## src/rtl/amb_paket.sv

```systemverilog
// Shared definitions for the ALU arbiter/sequencer.
// Function codes, FSM states and the operand bundle.
package amb_paket;

  localparam logic [3:0] AMB_TOPLA = 4'b0000;
  localparam logic [3:0] AMB_CIKAR = 4'b0001;
  localparam logic [3:0] AMB_VE    = 4'b0010;
  localparam logic [3:0] AMB_XOR   = 4'b0011;
  localparam logic [3:0] AMB_VEYA  = 4'b0100;

  // Highest function code the ALU defines.
  localparam logic [3:0] AMB_SON_GECERLI = 4'b0100;

  typedef enum logic [1:0] {
    BOS,
    ISLEM,
    SONUC
  } hakem_durum_t;

  // One registered ALU operation.
  typedef struct packed {
    logic        secim;
    logic [3:0]  fonksiyon;
    logic [31:0] reg_a;
    logic [31:0] reg_b;
    logic [31:0] sabit;
  } islem_t;

  function automatic logic kod_gecerli(
    input logic [3:0] f
  );
    return f <= AMB_SON_GECERLI;
  endfunction

endpackage

```

## src/rtl/amb_oncelik_secici.sv

```systemverilog
// Rotating-priority selector: first set request
// at or above oncelik, wrapping modulo N.
module amb_oncelik_secici
  import amb_paket::*;
#(
  parameter int N   = 2,
  parameter int IDW = 1
) (
  input  logic [N-1:0]   istek,
  input  logic [IDW-1:0] oncelik,
  output logic [N-1:0]   grant,
  output logic [IDW-1:0] indeks,
  output logic           gecerli
);

  logic [IDW-1:0] aday;

  // Scan from the priority pointer; first hit wins.
  always_comb begin
    grant   = '0;
    indeks  = '0;
    gecerli = 1'b0;
    aday    = '0;
    for (int i = 0; i < N; i++) begin
      aday = IDW'((int'(oncelik) + i) % N);
      if (!gecerli && istek[aday]) begin
        gecerli     = 1'b1;
        indeks      = aday;
        grant[aday] = 1'b1;
      end
    end
  end

endmodule

```

## src/rtl/amb_hakem.sv

```systemverilog
// Round-robin arbiter sharing one combinational
// ALU between N requesters, one op at a time.
module amb_hakem
  import amb_paket::*;
#(
  parameter int N   = 2,
  parameter int IDW = 1
) (
  input  logic            clk_i,
  input  logic            rst_i,
  input  logic [N-1:0]    istek_i,
  output logic [N-1:0]    kabul_o,
  input  logic [N-1:0]    secim_i,
  input  logic [4*N-1:0]  fonksiyon_i,
  input  logic [32*N-1:0] reg_a_i,
  input  logic [32*N-1:0] reg_b_i,
  input  logic [32*N-1:0] sabit_i,
  output logic [N-1:0]    sonuc_gecerli_o,
  input  logic [N-1:0]    sonuc_hazir_i,
  output logic [31:0]     sonuc_o,
  output logic            sonuc_hata_o,
  output logic            amb_secim_o,
  output logic [3:0]      amb_fonksiyon_o,
  output logic [31:0]     amb_reg_a_o,
  output logic [31:0]     amb_reg_b_o,
  output logic [31:0]     amb_sabit_o,
  input  logic [31:0]     amb_cikis_i
);

  hakem_durum_t   durum, durum_n;
  logic [IDW-1:0] oncelik;
  logic [IDW-1:0] sahip;
  islem_t         islem;
  logic [31:0]    sonuc;
  logic           hata;

  logic [N-1:0]   grant;
  logic [IDW-1:0] indeks;
  logic           gecerli;
  logic           kabul_et;
  logic           teslim;

  logic [3:0]     fonk_d [N];
  logic [31:0]    a_d    [N];
  logic [31:0]    b_d    [N];
  logic [31:0]    s_d    [N];

  for (genvar k = 0; k < N; k++) begin : g_ayir
    assign fonk_d[k] = fonksiyon_i[4*k +: 4];
    assign a_d[k]    = reg_a_i[32*k +: 32];
    assign b_d[k]    = reg_b_i[32*k +: 32];
    assign s_d[k]    = sabit_i[32*k +: 32];
  end

  amb_oncelik_secici #(
    .N   (N),
    .IDW (IDW)
  ) u_secici (
    .istek   (istek_i),
    .oncelik (oncelik),
    .grant   (grant),
    .indeks  (indeks),
    .gecerli (gecerli)
  );

  // State register.
  always_ff @(posedge clk_i or posedge rst_i) begin
    if (rst_i) durum <= BOS;
    else       durum <= durum_n;
  end

  // Next state, handshake outputs and strobes.
  always_comb begin
    durum_n         = durum;
    kabul_o         = '0;
    sonuc_gecerli_o = '0;
    kabul_et        = 1'b0;
    teslim          = 1'b0;
    unique case (durum)
      BOS: begin
        if (!rst_i) kabul_o = grant;
        if (gecerli && !rst_i) begin
          kabul_et = 1'b1;
          durum_n  = ISLEM;
        end
      end
      ISLEM: durum_n = SONUC;
      SONUC: begin
        sonuc_gecerli_o[sahip] = 1'b1;
        if (sonuc_hazir_i[sahip]) begin
          teslim  = 1'b1;
          durum_n = BOS;
        end
      end
      default: durum_n = BOS;
    endcase
  end

  // Capture the granted requester's operands.
  always_ff @(posedge clk_i or posedge rst_i) begin
    if (rst_i) begin
      islem <= '0;
      sahip <= '0;
    end else if (kabul_et) begin
      islem <= '{
        secim:     secim_i[indeks],
        fonksiyon: fonk_d[indeks],
        reg_a:     a_d[indeks],
        reg_b:     b_d[indeks],
        sabit:     s_d[indeks]
      };
      sahip <= indeks;
    end
  end

  // Rotate priority past the owner on retirement.
  always_ff @(posedge clk_i or posedge rst_i) begin
    if (rst_i)       oncelik <= '0;
    else if (teslim) oncelik <= IDW'((int'(sahip) + 1) % N);
  end

  // Sample the ALU; unknown codes never pass its x.
  always_ff @(posedge clk_i or posedge rst_i) begin
    if (rst_i) begin
      sonuc <= '0;
      hata  <= 1'b0;
    end else if (durum == ISLEM) begin
      if (kod_gecerli(islem.fonksiyon)) begin
        sonuc <= amb_cikis_i;
        hata  <= 1'b0;
      end else begin
        sonuc <= '0;
        hata  <= 1'b1;
      end
    end
  end

  assign sonuc_o         = sonuc;
  assign sonuc_hata_o    = hata;
  assign amb_secim_o     = islem.secim;
  assign amb_fonksiyon_o = islem.fonksiyon;
  assign amb_reg_a_o     = islem.reg_a;
  assign amb_reg_b_o     = islem.reg_b;
  assign amb_sabit_o     = islem.sabit;

endmodule

```

## config.mk

```make
export PLATFORM = sky130hd
export DESIGN_NAME = amb_hakem
export DESIGN_NICKNAME = d
export VERILOG_FILES = /design/src/rtl/amb_paket.sv /design/src/rtl/amb_oncelik_secici.sv /design/src/rtl/amb_hakem.sv
export SDC_FILE = /design/constraint.sdc
export NUM_CORES = 1
export LEC_CHECK = 0
export ABC_AREA = 1
export CORE_MARGIN = 2
export CORE_UTILIZATION = 35
export DETAILED_ROUTE_END_ITERATION = 12
export PLACE_DENSITY_LB_ADDON = 0.08
export SLEW_MARGIN = 20
export SYNTH_ARGS = -nofsm -noshare
export SYNTH_HDL_FRONTEND = slang
export SYNTH_HIERARCHICAL = 1
export SYNTH_SLANG_ARGS = --single-unit
```

## constraint.sdc

```tcl
create_clock -name clk_i -period 4.8 [get_ports clk_i]
set_input_delay 0.96 -clock clk_i [delete_from_list [all_inputs] [get_ports clk_i]]
set_output_delay 0.96 -clock clk_i [all_outputs]
set_load 0.03 [all_outputs]
```

==> results of run 1 <==
[worst max-delay path, stage by stage]
cell and delay, ps:
sky130_fd_sc_hd__clkdlybuf4s50_1 480, sky130_fd_sc_hd__inv_1 90, sky130_fd_sc_hd__nor2_1 120, sky130_fd_sc_hd__nand2_1 60, sky130_fd_sc_hd__nor2_1 90, sky130_fd_sc_hd__clkdlybuf4s50_1 680
[synthesized netlist by cell type (all sizes together)]
cell and count:
nor2 43, nand4 1, nand2 489, dfrtp 138, clkbuf 16, buf 41, inv 144, nand3 33
o21ai 104
[flip-flops by register name, summed over array words and instances, names as in the netlist]
| signal | count |
|---|---|
| amb_reg_b_o | 32 |
| oncelik | 1 |
| sahip | 1 |
| amb_sabit_o | 32 |
| amb_reg_a_o | 32 |
| amb_secim_o | 1 |
| sonuc_o | 32 |
| amb_fonksiyon_o | 4 |
| durum | 2 |
| sonuc_hata_o | 1 |
[layout make-up]
class	instances	share of cell area (%)
multi-input cells	670	23.6
clock inverters	12	1.41
flip-flops and latches	138	30.0
clock buffers	20	3.96
inverters	144	4.73
well taps	265	2.88
repair buffers	385	33.5
[stage by stage]
step           power (mW)  std cells
2_1_floorplan        4.17       1009
3_3_place_gp         5.78       1602
3_5_place_dp         5.81       1602
4_1_cts              7.21       1634
5_1_grt              7.59       1634
6_report             7.13       1634
[cell families after synthesis]
group | share of synthesized area [%]
AND/OR/NAND/NOR | 30.9
buffers and inverters | 12.5
flip-flops | 49.1
AO/OA/AOI/OAI | 7.41
[worst paths after layout]
| check | from | to | slack (ps) | depth (start not counted) |
|---|---|---|---|---|
| setup / recovery | istek_i[1] | kabul_o[1] | 1360 | 6 |
| hold / removal | amb_sabit_o[29] | amb_sabit_o[29] | 470 | 2 |
| setup reg to reg | oncelik | amb_reg_b_o[24] | 2560 | 8 |
| hold reg to reg | amb_sabit_o[29] | amb_sabit_o[29] | 470 | 2 |
| max in group asynchronous | rst_i | sonuc_o[30] | 2120 | 4 |
| min in group asynchronous | rst_i | sahip | 1290 | 3 |
[routing by layer]
layer / up-vias / part of all wire, % / GRT usage (%)
li1: 3687 / - / -
met1: 3118 / 40 / 24.9
met2: 234 / 51 / 38.5
met3: 20 / 7.6 / 6.61
met4: 0 / 1.5 / 6.03
met5: - / 0 / 0
[layout by cell type, fill, tap and decap left out]
master and count:
sky130_fd_sc_hd__inv_6 4, sky130_fd_sc_hd__clkinvlp_4 5, sky130_fd_sc_hd__o21ai_2 1, sky130_fd_sc_hd__nand2_4 1
sky130_fd_sc_hd__buf_4 6, sky130_fd_sc_hd__inv_1 143, sky130_fd_sc_hd__nor2_4 2, sky130_fd_sc_hd__dfrtp_1 138
sky130_fd_sc_hd__nand4_1 1, sky130_fd_sc_hd__buf_12 2, sky130_fd_sc_hd__nor2_1 40, sky130_fd_sc_hd__clkbuf_8 2
sky130_fd_sc_hd__nand3_1 33, sky130_fd_sc_hd__nor2_2 1, sky130_fd_sc_hd__clkdlybuf4s50_1 377, sky130_fd_sc_hd__o21ai_0 56
sky130_fd_sc_hd__o21ai_1 47, sky130_fd_sc_hd__clkinv_4 1, sky130_fd_sc_hd__nand2_1 488, sky130_fd_sc_hd__bufinv_16 3
sky130_fd_sc_hd__clkbuf_16 17, sky130_fd_sc_hd__clkbuf_1 1
[power groups by stage]
stage	combinational, mW	clock (mW)	sequential, mW
2_1_floorplan	1.12	0	3.05
3_3_place_gp	3.77	0	2.01
3_5_place_dp	3.79	0	2.02
4_1_cts	3.80	1.40	2.02
5_1_grt	4.05	1.45	2.09
6_report	3.74	1.37	2.01
==> impl_summary.txt, run 1 <==
----------------------------------------------------
[Power and ir drop]
  NetSw ... 3.13 mW
  PD cells ... 618 nW/um^2
  Switching share of power ... 43.9%
  Comb pwr share ... 52.5%
  Cell-internal power ... 4.00 mW
  IR drop worst, VDD ... 266 uV
  Share of total power in the clock network ... 19.2%
  Static leakage ... 5.87 nW
  Sequential cell fraction of total power ... 28.3%

[Clock network]
  Total clock sinks ... 138
  H-tree depth reported by CTS ... 4
  Clk_lat worst skew ... 410 ps
  Clock tree from TritonCTS ... built
  Clock transition at the register clock pins on the worst setup and hold paths after CTS ... 60 ps
  Resized Gates After CTS ... 0
  Hold Buf Count CTS ... 0
  Number of buffers created by CTS ... 17
  Number of setup buffers added after CTS ... 0
  CTS root buf ... sky130_fd_sc_hd__clkbuf_16
  Max Root-Sink Buffers ... 2

[Setup path]
  Kind of launch point of the worst setup path ... primary input
  Data required time of the critical path ... 3840 ps
  Worst Path Class, Setup ... primary input to output port
  Data arrival, critical path ... 2480 ps
  Critical Path Fanout Max ... 3
  Setup crit end kind ... output port

[Cells and area]
  Share of cells above drive strength 1 ... 3.29%
  Filler Cell Count ... 1884
  Antenna diodes ... 0
  Finished Cell Area ... 11500 um^2
  Multi-input gate area in the final layout ... 2720 um^2
  Area growth from synthesis to final layout ... 64.0%
  End-of-flow core utilization ... 58.8%
  Storage cell area ... 3450 um^2
  # nets final ... 1596

[Timing]
  Highest clock rate ... 291 MHz
  Transition at the pin with the smallest max-transition slack ... 1080 ps
  Final critical path time including I/O delays and setup ... 3440 ps
  Worst slack on hold paths ... 467 ps
  Unrepaired setup endpoints after global routing ... no
  Summed negative setup slack over all endpoints ... 0 ps
  Max-slew violation total from the final report ... 0
  Clk_skew ... 9.80 ps
  Hold violation count in the final report ... 0
  Final worst slack ... 1360 ps
  Count of final setup violators ... 0
  Fraction of the cycle the final worst path needs ... 71.7%
  Tightest slew margin relative to the limit ... 28.1%

[Routing]
  First-iteration detailed-routing DRC count ... 280
  Wirelength per Cell ... 13.9 um
  Wire length after detailed routing ... 22.8 mm
  Vias per cell ... 4.32
  Residual DRC ... 0
  Vias ... 7059
  Detailed Routing Iterations Pass 1 ... 4
  DRT antenna net count ... 0

[Synth]
  Number of warnings issued by yosys ... 6
  Number of synthesized register bits ... 138
  Netlist Area Pre-Place ... 7030 um^2
  Synth Instances ... 1009
  Library cells used by synthesis ... 15
  Yosys top cell by area ... sky130_fd_sc_hd__dfrtp_1
  Share of the synthesized area in the top cell type ... 49.1%
  Dominant cells by area after synthesis ... sky130_fd_sc_hd__dfrtp_1, sky130_fd_sc_hd__nand2_1, sky130_fd_sc_hd__inv_1
  Synth Area per Inst ... 6.97 um^2
  Share of the yosys chip area belonging to registers ... 49.1%
  Number of nets produced by synthesis ... 1249

[Die]
  Io pins ... 378
  Die area ... 21200 um^2
  Chip height ... 146 um
  Initial Util ... 35.9%
  Number of rows in the core area ... 51
  Die extent in x ... 146 um
  Area inside the core boundary ... 19600 um^2

[Flow run]
  Max-cap viol count ... 0

[Placement]
  Final HPWL DP ... 16.4 mm
  Routability-driven placement congestion ratio ... 0.846
  Post-detailed-placement cell area ... 10900 um^2
  Port Buffers ... 377
  Placement Setup Slack ... 1380 ps

[Worst hold path]
  Class of the tightest hold or removal check ... flop to flop

[GRT]
  First-pass GRT wire length ... 36.4 mm
  Initial antenna violation count ... 0
  Total grt overflow ... 0
  Number of global-route vias before repair ... 6857
  Tot GR Track Use ... 21.5%
  Largest net degree at the start of global routing ... 130

[Outcome]
  Run status ... complete, no violations

----------------------------------------------------
(Power assumes the default switching activity.)
==> run 2, diff against run 1 <==
- clock period: 4.8 -> 3.1 ns (I/O delays scaled with it)
==> impl_summary.txt, run 2 (same netlist as run 1, synthesis figures left out) <==
----------------------------------------------------
[Outcome]
  Run status ... complete, no violations

[Cells and area]
  Most common cell after layout, fill and taps aside ... sky130_fd_sc_hd__nand2_1
  Storage cell area ... 3450 um^2 (unchanged)
  Share of cells above drive strength 1 ... 3.57% (+0.29 points)
  Finished Cell Area ... 11500 um^2 (about the same)
  Filler Cell Count ... 1865 (-1.0%)
  Commonest non-fill, non-tap cells in the layout ... sky130_fd_sc_hd__nand2_1, sky130_fd_sc_hd__clkdlybuf4s50_1, sky130_fd_sc_hd__inv_1, sky130_fd_sc_hd__dfrtp_1, sky130_fd_sc_hd__o21ai_0
  Multi-input gate area in the final layout ... 2710 um^2 (-0.18%)
  Area growth from synthesis to final layout ... 64.0% (about the same)
  # nets final ... 1598 (+0.13%)

[Setup path]
  Dominant cell type by count on the critical path ... sky130_fd_sc_hd__nor2_1
  Combined buffer and inverter count along the critical path ... 2 (-1)
  Worst R2R Path Depth ... 6 (-2)
  Worst path cell trace ... nor2_1, inv_1, nor2_1, clkdlybuf4s50_1
  Flop2flop setup slack ... 1370 ps (-1190 ps)
  Data required time of the critical path ... 2480 ps (-1360 ps)
  Data arrival, critical path ... 1920 ps (-560 ps)
  Family of cells with the greatest summed delay on the critical path ... buffers and inverters
  Critical path's slowest cell ... sky130_fd_sc_hd__clkdlybuf4s50_1
  Path length in cells of the critical path ... 4 (-2)
  Worst Path Class, Setup ... flop to output port
  Kind of launch point of the worst setup path ... flop
  Setup crit end kind ... output port
  Endpoint of the most critical register-to-register path ... sonuc_o[31]
  Worst R2R Start ... durum[1]
  CP max stage delay ... 740 ps (+60 ps)
  Critical Path Fanout Max ... 3 (unchanged)

[GRT]
  First-pass GRT wire length ... 36.5 mm (+0.13%)
  Number of global-route vias before repair ... 6864 (+0.10%)
  Total grt overflow ... 0 (unchanged)
  Largest net degree at the start of global routing ... 139 (+6.9%)
  Initial antenna violation count ... 0 (unchanged)
  Tot GR Track Use ... 21.6% (+0.10 points)

[Clock network]
  CTS root buf ... sky130_fd_sc_hd__clkbuf_16
  Number of buffers created by CTS ... 17 (unchanged)
  Total clock sinks ... 138 (unchanged)
  Number of setup buffers added after CTS ... 0 (unchanged)
  Clock tree from TritonCTS ... built
  Resized Gates After CTS ... 0 (unchanged)
  H-tree depth reported by CTS ... 4 (unchanged)
  Hold Buf Count CTS ... 0 (unchanged)
  Max Root-Sink Buffers ... 2 (unchanged)
  Clk_lat worst skew ... 410 ps (about the same)
  Clock transition at the register clock pins on the worst setup and hold paths after CTS ... 50 ps (about the same)

[Die]
  Area inside the core boundary ... 19600 um^2 (unchanged)
  Io pins ... 378 (unchanged)
  Die extent in x ... 146 um (unchanged)
  Number of rows in the core area ... 51 (unchanged)
  Chip height ... 146 um (unchanged)
  Die area ... 21200 um^2 (unchanged)
  Initial Util ... 35.9% (unchanged)

[Timing]
  Unrepaired setup endpoints after global routing ... no
  Hold violation count in the final report ... 0 (unchanged)
  Final worst slack ... 558 ps (-801 ps)
  Fraction of the cycle the final worst path needs ... 82.0%
  Count of final setup violators ... 0 (unchanged)
  Highest clock rate ... 393 MHz
  Tightest slew margin relative to the limit ... 31.3% (+3.3 points)
  Clk_skew ... 8.59 ps (-1.22 ps)
  Transition at the pin with the smallest max-transition slack ... 1030 ps (-48.8 ps)
  Max-slew violation total from the final report ... 0 (unchanged)
  Summed negative setup slack over all endpoints ... 0 ps (unchanged)
  Final critical path time including I/O delays and setup ... 2540 ps

[Routing]
  Vias per cell ... 4.34 (+0.45%)
  Vias ... 7104 (+0.64%)
  First-iteration detailed-routing DRC count ... 340 (+21%)
  Residual DRC ... 0 (unchanged)
  DRT antenna net count ... 0 (unchanged)
  Wire length after detailed routing ... 22.5 mm (-1.1%)
  Wirelength per Cell ... 13.8 um (-1.3%)
  Detailed Routing Iterations Pass 1 ... 4 (unchanged)

[Placement]
  Final HPWL DP ... 16.5 mm (+0.11%)
  Placement Setup Slack ... 704 ps (-676 ps)
  Port Buffers ... 377 (unchanged)
  Post-detailed-placement cell area ... 10900 um^2 (+0.16%)
  Routability-driven placement congestion ratio ... 0.805 (-4.8%)

[Power and ir drop]
  IR drop worst, VDD ... 422 uV (+59%)
  Static leakage ... 5.89 nW (+0.33%)
  PD cells ... 951 nW/um^2 (+54%)

[Worst hold path]
  Worst hold path cell count ... 2 (unchanged)
  Class of the tightest hold or removal check ... flop to flop
  Worst min-delay path startpoint ... amb_reg_b_o[13]
  Min-Delay Endpoint ... amb_reg_b_o[13]

[Flow run]
  Max-cap viol count ... 0 (unchanged)

----------------------------------------------------
==> run 2: final cells by class <==
cell class,count,area share [%]
inverters,144,4.73
well taps,265,2.88
diodes,1,0.0217
repair buffers,387,33.7
clock buffers,22,4.20
multi-input cells,670,23.5
clock inverters,10,1.01
flip-flops and latches,138,30.0
==> run 2: layer usage <==
layer | part of all wire, % | up-vias | track usage (%)
met1 | 40 | 3147 | 25.9
met3 | 8.0 | 27 | 6.65
li1 | - | 3693 | -
met2 | 50 | 237 | 37.3
met5 | 0 | - | 0
met4 | 2.1 | 0 | 6.72
==> run 2: through the flow <==
step                      power [mW]  util (%)  std cells  hold WS, ps
after floorplan                 6.46         -       1009          517
after global placement          8.95      55.8       1604          453
after detailed placement        9.01      55.8       1604          457
after CTS                       11.1      58.8       1636          471
after global routing            11.7      58.8       1636          484
final                           11.0      58.8       1637          466
==> run 2: worst reg2reg max path: stages, from the launching register on <==
cell                      delay (ps)
sky130_fd_sc_hd__dfrtp_1         350
sky130_fd_sc_hd__inv_1           120
sky130_fd_sc_hd__nand2_2         480
sky130_fd_sc_hd__buf_4           440
sky130_fd_sc_hd__nor2_1          110
sky130_fd_sc_hd__nand3_1          70
sky130_fd_sc_hd__nand2_1         110
==> run 2: worst max-delay path by stage <==
stage,from,slack (ps),endpoint
6_report,durum[0],560,sonuc_gecerli_o[1]
3_3_place_gp,istek_i[1],740,amb_reg_b_o[20]
2_1_floorplan,rst_i,340,kabul_o[0]
5_1_grt,durum[1],430,sonuc_gecerli_o[0]
4_1_cts,durum[0],510,sonuc_gecerli_o[1]
3_5_place_dp,istek_i[1],700,amb_reg_b_o[6]
==> run 2: report_power, final <==
part           leakage (nW)  switching, mW  internal (mW)
clock                 0.292          0.768           1.27
sequential             1.74          0.465           2.65
combinational          3.85           3.57           2.24
total                  5.89           4.80           6.16
==> run 3, diff against run 2 <==
- clock period: 3.1 -> 2.6 ns (I/O delays scaled with it)
==> impl_summary.txt, run 3 (same netlist as run 1, synthesis figures left out) <==
----------------------------------------------------
[Setup path]
  Data arrival, critical path ... 1940 ps (+20 ps)
  Data required time of the critical path ... 2080 ps (-400 ps)
  CP max stage delay ... 740 ps (about the same)
  Setup crit end kind ... output port
  Dominant cell type by count on the critical path ... sky130_fd_sc_hd__nor2_1
  Family of cells with the greatest summed delay on the critical path ... buffers and inverters
  Combined buffer and inverter count along the critical path ... 2 (unchanged)
  Flop2flop setup slack ... 820 ps (-550 ps)
  Critical Path Fanout Max ... 3 (unchanged)
  Kind of launch point of the worst setup path ... flop
  Worst path cell trace ... nor2_1, inv_1, nor2_1, clkdlybuf4s50_1
  Critical path's slowest cell ... sky130_fd_sc_hd__clkdlybuf4s50_1
  Worst Path Class, Setup ... flop to output port

[Timing]
  Hold violation count in the final report ... 0 (unchanged)
  Clk_skew ... 7.31 ps (-1.27 ps)
  Max-slew violation total from the final report ... 0 (unchanged)
  Unrepaired setup endpoints after global routing ... no
  Summed negative setup slack over all endpoints ... 0 ps (unchanged)
  Tightest slew margin relative to the limit ... 49.4% (+18 points)
  Final critical path time including I/O delays and setup ... 2460 ps
  Highest clock rate ... 407 MHz
  Transition at the pin with the smallest max-transition slack ... 758 ps (-271 ps)
  Count of final setup violators ... 0 (unchanged)
  Fraction of the cycle the final worst path needs ... 94.5%

[Clock network]
  H-tree depth reported by CTS ... 4 (unchanged)
  Clock transition at the register clock pins on the worst setup and hold paths after CTS ... 60 ps (about the same)
  Number of setup buffers added after CTS ... 0 (unchanged)
  Clk_lat worst skew ... 420 ps (about the same)
  Max Root-Sink Buffers ... 2 (unchanged)
  Total clock sinks ... 138 (unchanged)
  Clock tree from TritonCTS ... built
  Hold Buf Count CTS ... 0 (unchanged)
  Number of buffers created by CTS ... 17 (unchanged)
  Resized Gates After CTS ... 0 (unchanged)
  CTS root buf ... sky130_fd_sc_hd__clkbuf_16

[GRT]
  Number of global-route vias before repair ... 6801 (-0.92%)
  Tot GR Track Use ... 21.8% (+0.18 points)
  First-pass GRT wire length ... 36.7 mm (+0.53%)
  Largest net degree at the start of global routing ... 124 (-11%)
  Total grt overflow ... 0 (unchanged)
  Initial antenna violation count ... 1 (+1)

[Outcome]
  Run status ... complete, no violations

[Flow run]
  Max-cap viol count ... 0 (unchanged)

[Die]
  Die extent in x ... 146 um (unchanged)
  Io pins ... 378 (unchanged)
  Area inside the core boundary ... 19600 um^2 (unchanged)
  Chip height ... 146 um (unchanged)
  Number of rows in the core area ... 51 (unchanged)
  Initial Util ... 35.9% (unchanged)
  Die area ... 21200 um^2 (unchanged)

[Power and ir drop]
  Sequential cell fraction of total power ... 28.3% (-0.2 points)
  PD cells ... 1140 nW/um^2 (+20%)
  Total power consumption of the routed design ... 13.2 mW (+20%)
  Share of total power in the clock network ... 18.9% (+0.3 points)
  Comb pwr share ... 52.8% (-0.2 points)
  Cell-internal power ... 7.42 mW (+20%)
  IR drop worst, VDD ... 518 uV (+23%)
  Switching share of power ... 43.7% (-0.15 points)
  Static leakage ... 5.91 nW (+0.38%)
  NetSw ... 5.75 mW (+20%)

[Cells and area]
  Most common cell after layout, fill and taps aside ... sky130_fd_sc_hd__nand2_1
  End-of-flow core utilization ... 59.1% (+0.27 points)
  Share of cells above drive strength 1 ... 3.71% (+0.14 points)
  Commonest non-fill, non-tap cells in the layout ... sky130_fd_sc_hd__nand2_1, sky130_fd_sc_hd__clkdlybuf4s50_1, sky130_fd_sc_hd__inv_1, sky130_fd_sc_hd__dfrtp_1, sky130_fd_sc_hd__o21ai_0
  # nets final ... 1601 (+0.19%)
  Area growth from synthesis to final layout ... 64.8%

[Placement]
  Final HPWL DP ... 16.6 mm (+0.62%)
  Routability-driven placement congestion ratio ... 0.788 (-2.1%)
  Port Buffers ... 377 (unchanged)

[Worst hold path]
  Class of the tightest hold or removal check ... primary input to async pin

[Routing]
  Residual DRC ... 0 (unchanged)
  DRT antenna net count ... 0 (unchanged)
  Wirelength per Cell ... 13.7 um (-0.19%)
  Vias per cell ... 4.33 (-0.34%)
  Detailed Routing Iterations Pass 1 ... 5 (+1)
  Vias ... 7093 (-0.15%)
  Wire length after detailed routing ... 22.5 mm (about the same)
  First-iteration detailed-routing DRC count ... 321 (-5.6%)

----------------------------------------------------
-- run 3: worst paths after layout --
check,from,endpoint,cells past startpoint
max in group asynchronous,rst_i,amb_reg_b_o[12],3
min,rst_i,amb_reg_a_o[22],2
max reg2reg,oncelik,amb_reg_b_o[15],8
max,durum[0],sonuc_gecerli_o[1],4
min reg2reg,amb_sabit_o[29],amb_sabit_o[29],2
min in group clk_i,amb_sabit_o[29],amb_sabit_o[29],2
-- run 3: cell type report --
cell class	count	area (um^2)
Sequential cell	138	3450
Timing Repair Buffer	390	3930
Fill cell	1886	8010
Clock buffer	21	460
Antenna cell	1	2.50
Clock inverter	11	145
Inverter	144	546
Multi-Input combinational cell	670	2710
Tap cell	265	332
-- run 3: metrics by stage --
step                      hold slack [ps]  area [um^2]  cells  setup WS [ps]
after global placement                452        11000   1607            331
after floorplan                       517         7030   1009           36.6
after CTS                             401        11600   1639            112
after detailed placement              457        11000   1607            265
after global routing                  416        11600   1639           23.5
final                                 407        11600   1640            144
-- run 3: routing by layer --
layer,wire length (um),vias up,part of all wire [%],global-route usage [%]
li1,-,3703,-,-
met1,9040,3118,40,26.0
met2,11200,236,50,37.6
met3,1750,36,7.8,6.74
met4,539,0,2.4,7.21
met5,0,-,0,0
-- run 3: power by group through the flow --
stage          logic [mW]  clock network (mW)  registers [mW]
6_report             6.95                2.49            3.72
5_1_grt              7.53                2.62            3.86
4_1_cts              7.06                2.53            3.73
3_5_place_dp         7.06                   0            3.74
3_3_place_gp         6.99                   0            3.72
2_1_floorplan        2.06                   0            5.64
-- run 3: worst reg2reg max path, delay by kind of cell (launching register included) --
kind	cells	cell delay, ps
buf+inv	2	630
flops	1	440
simple gates	6	650
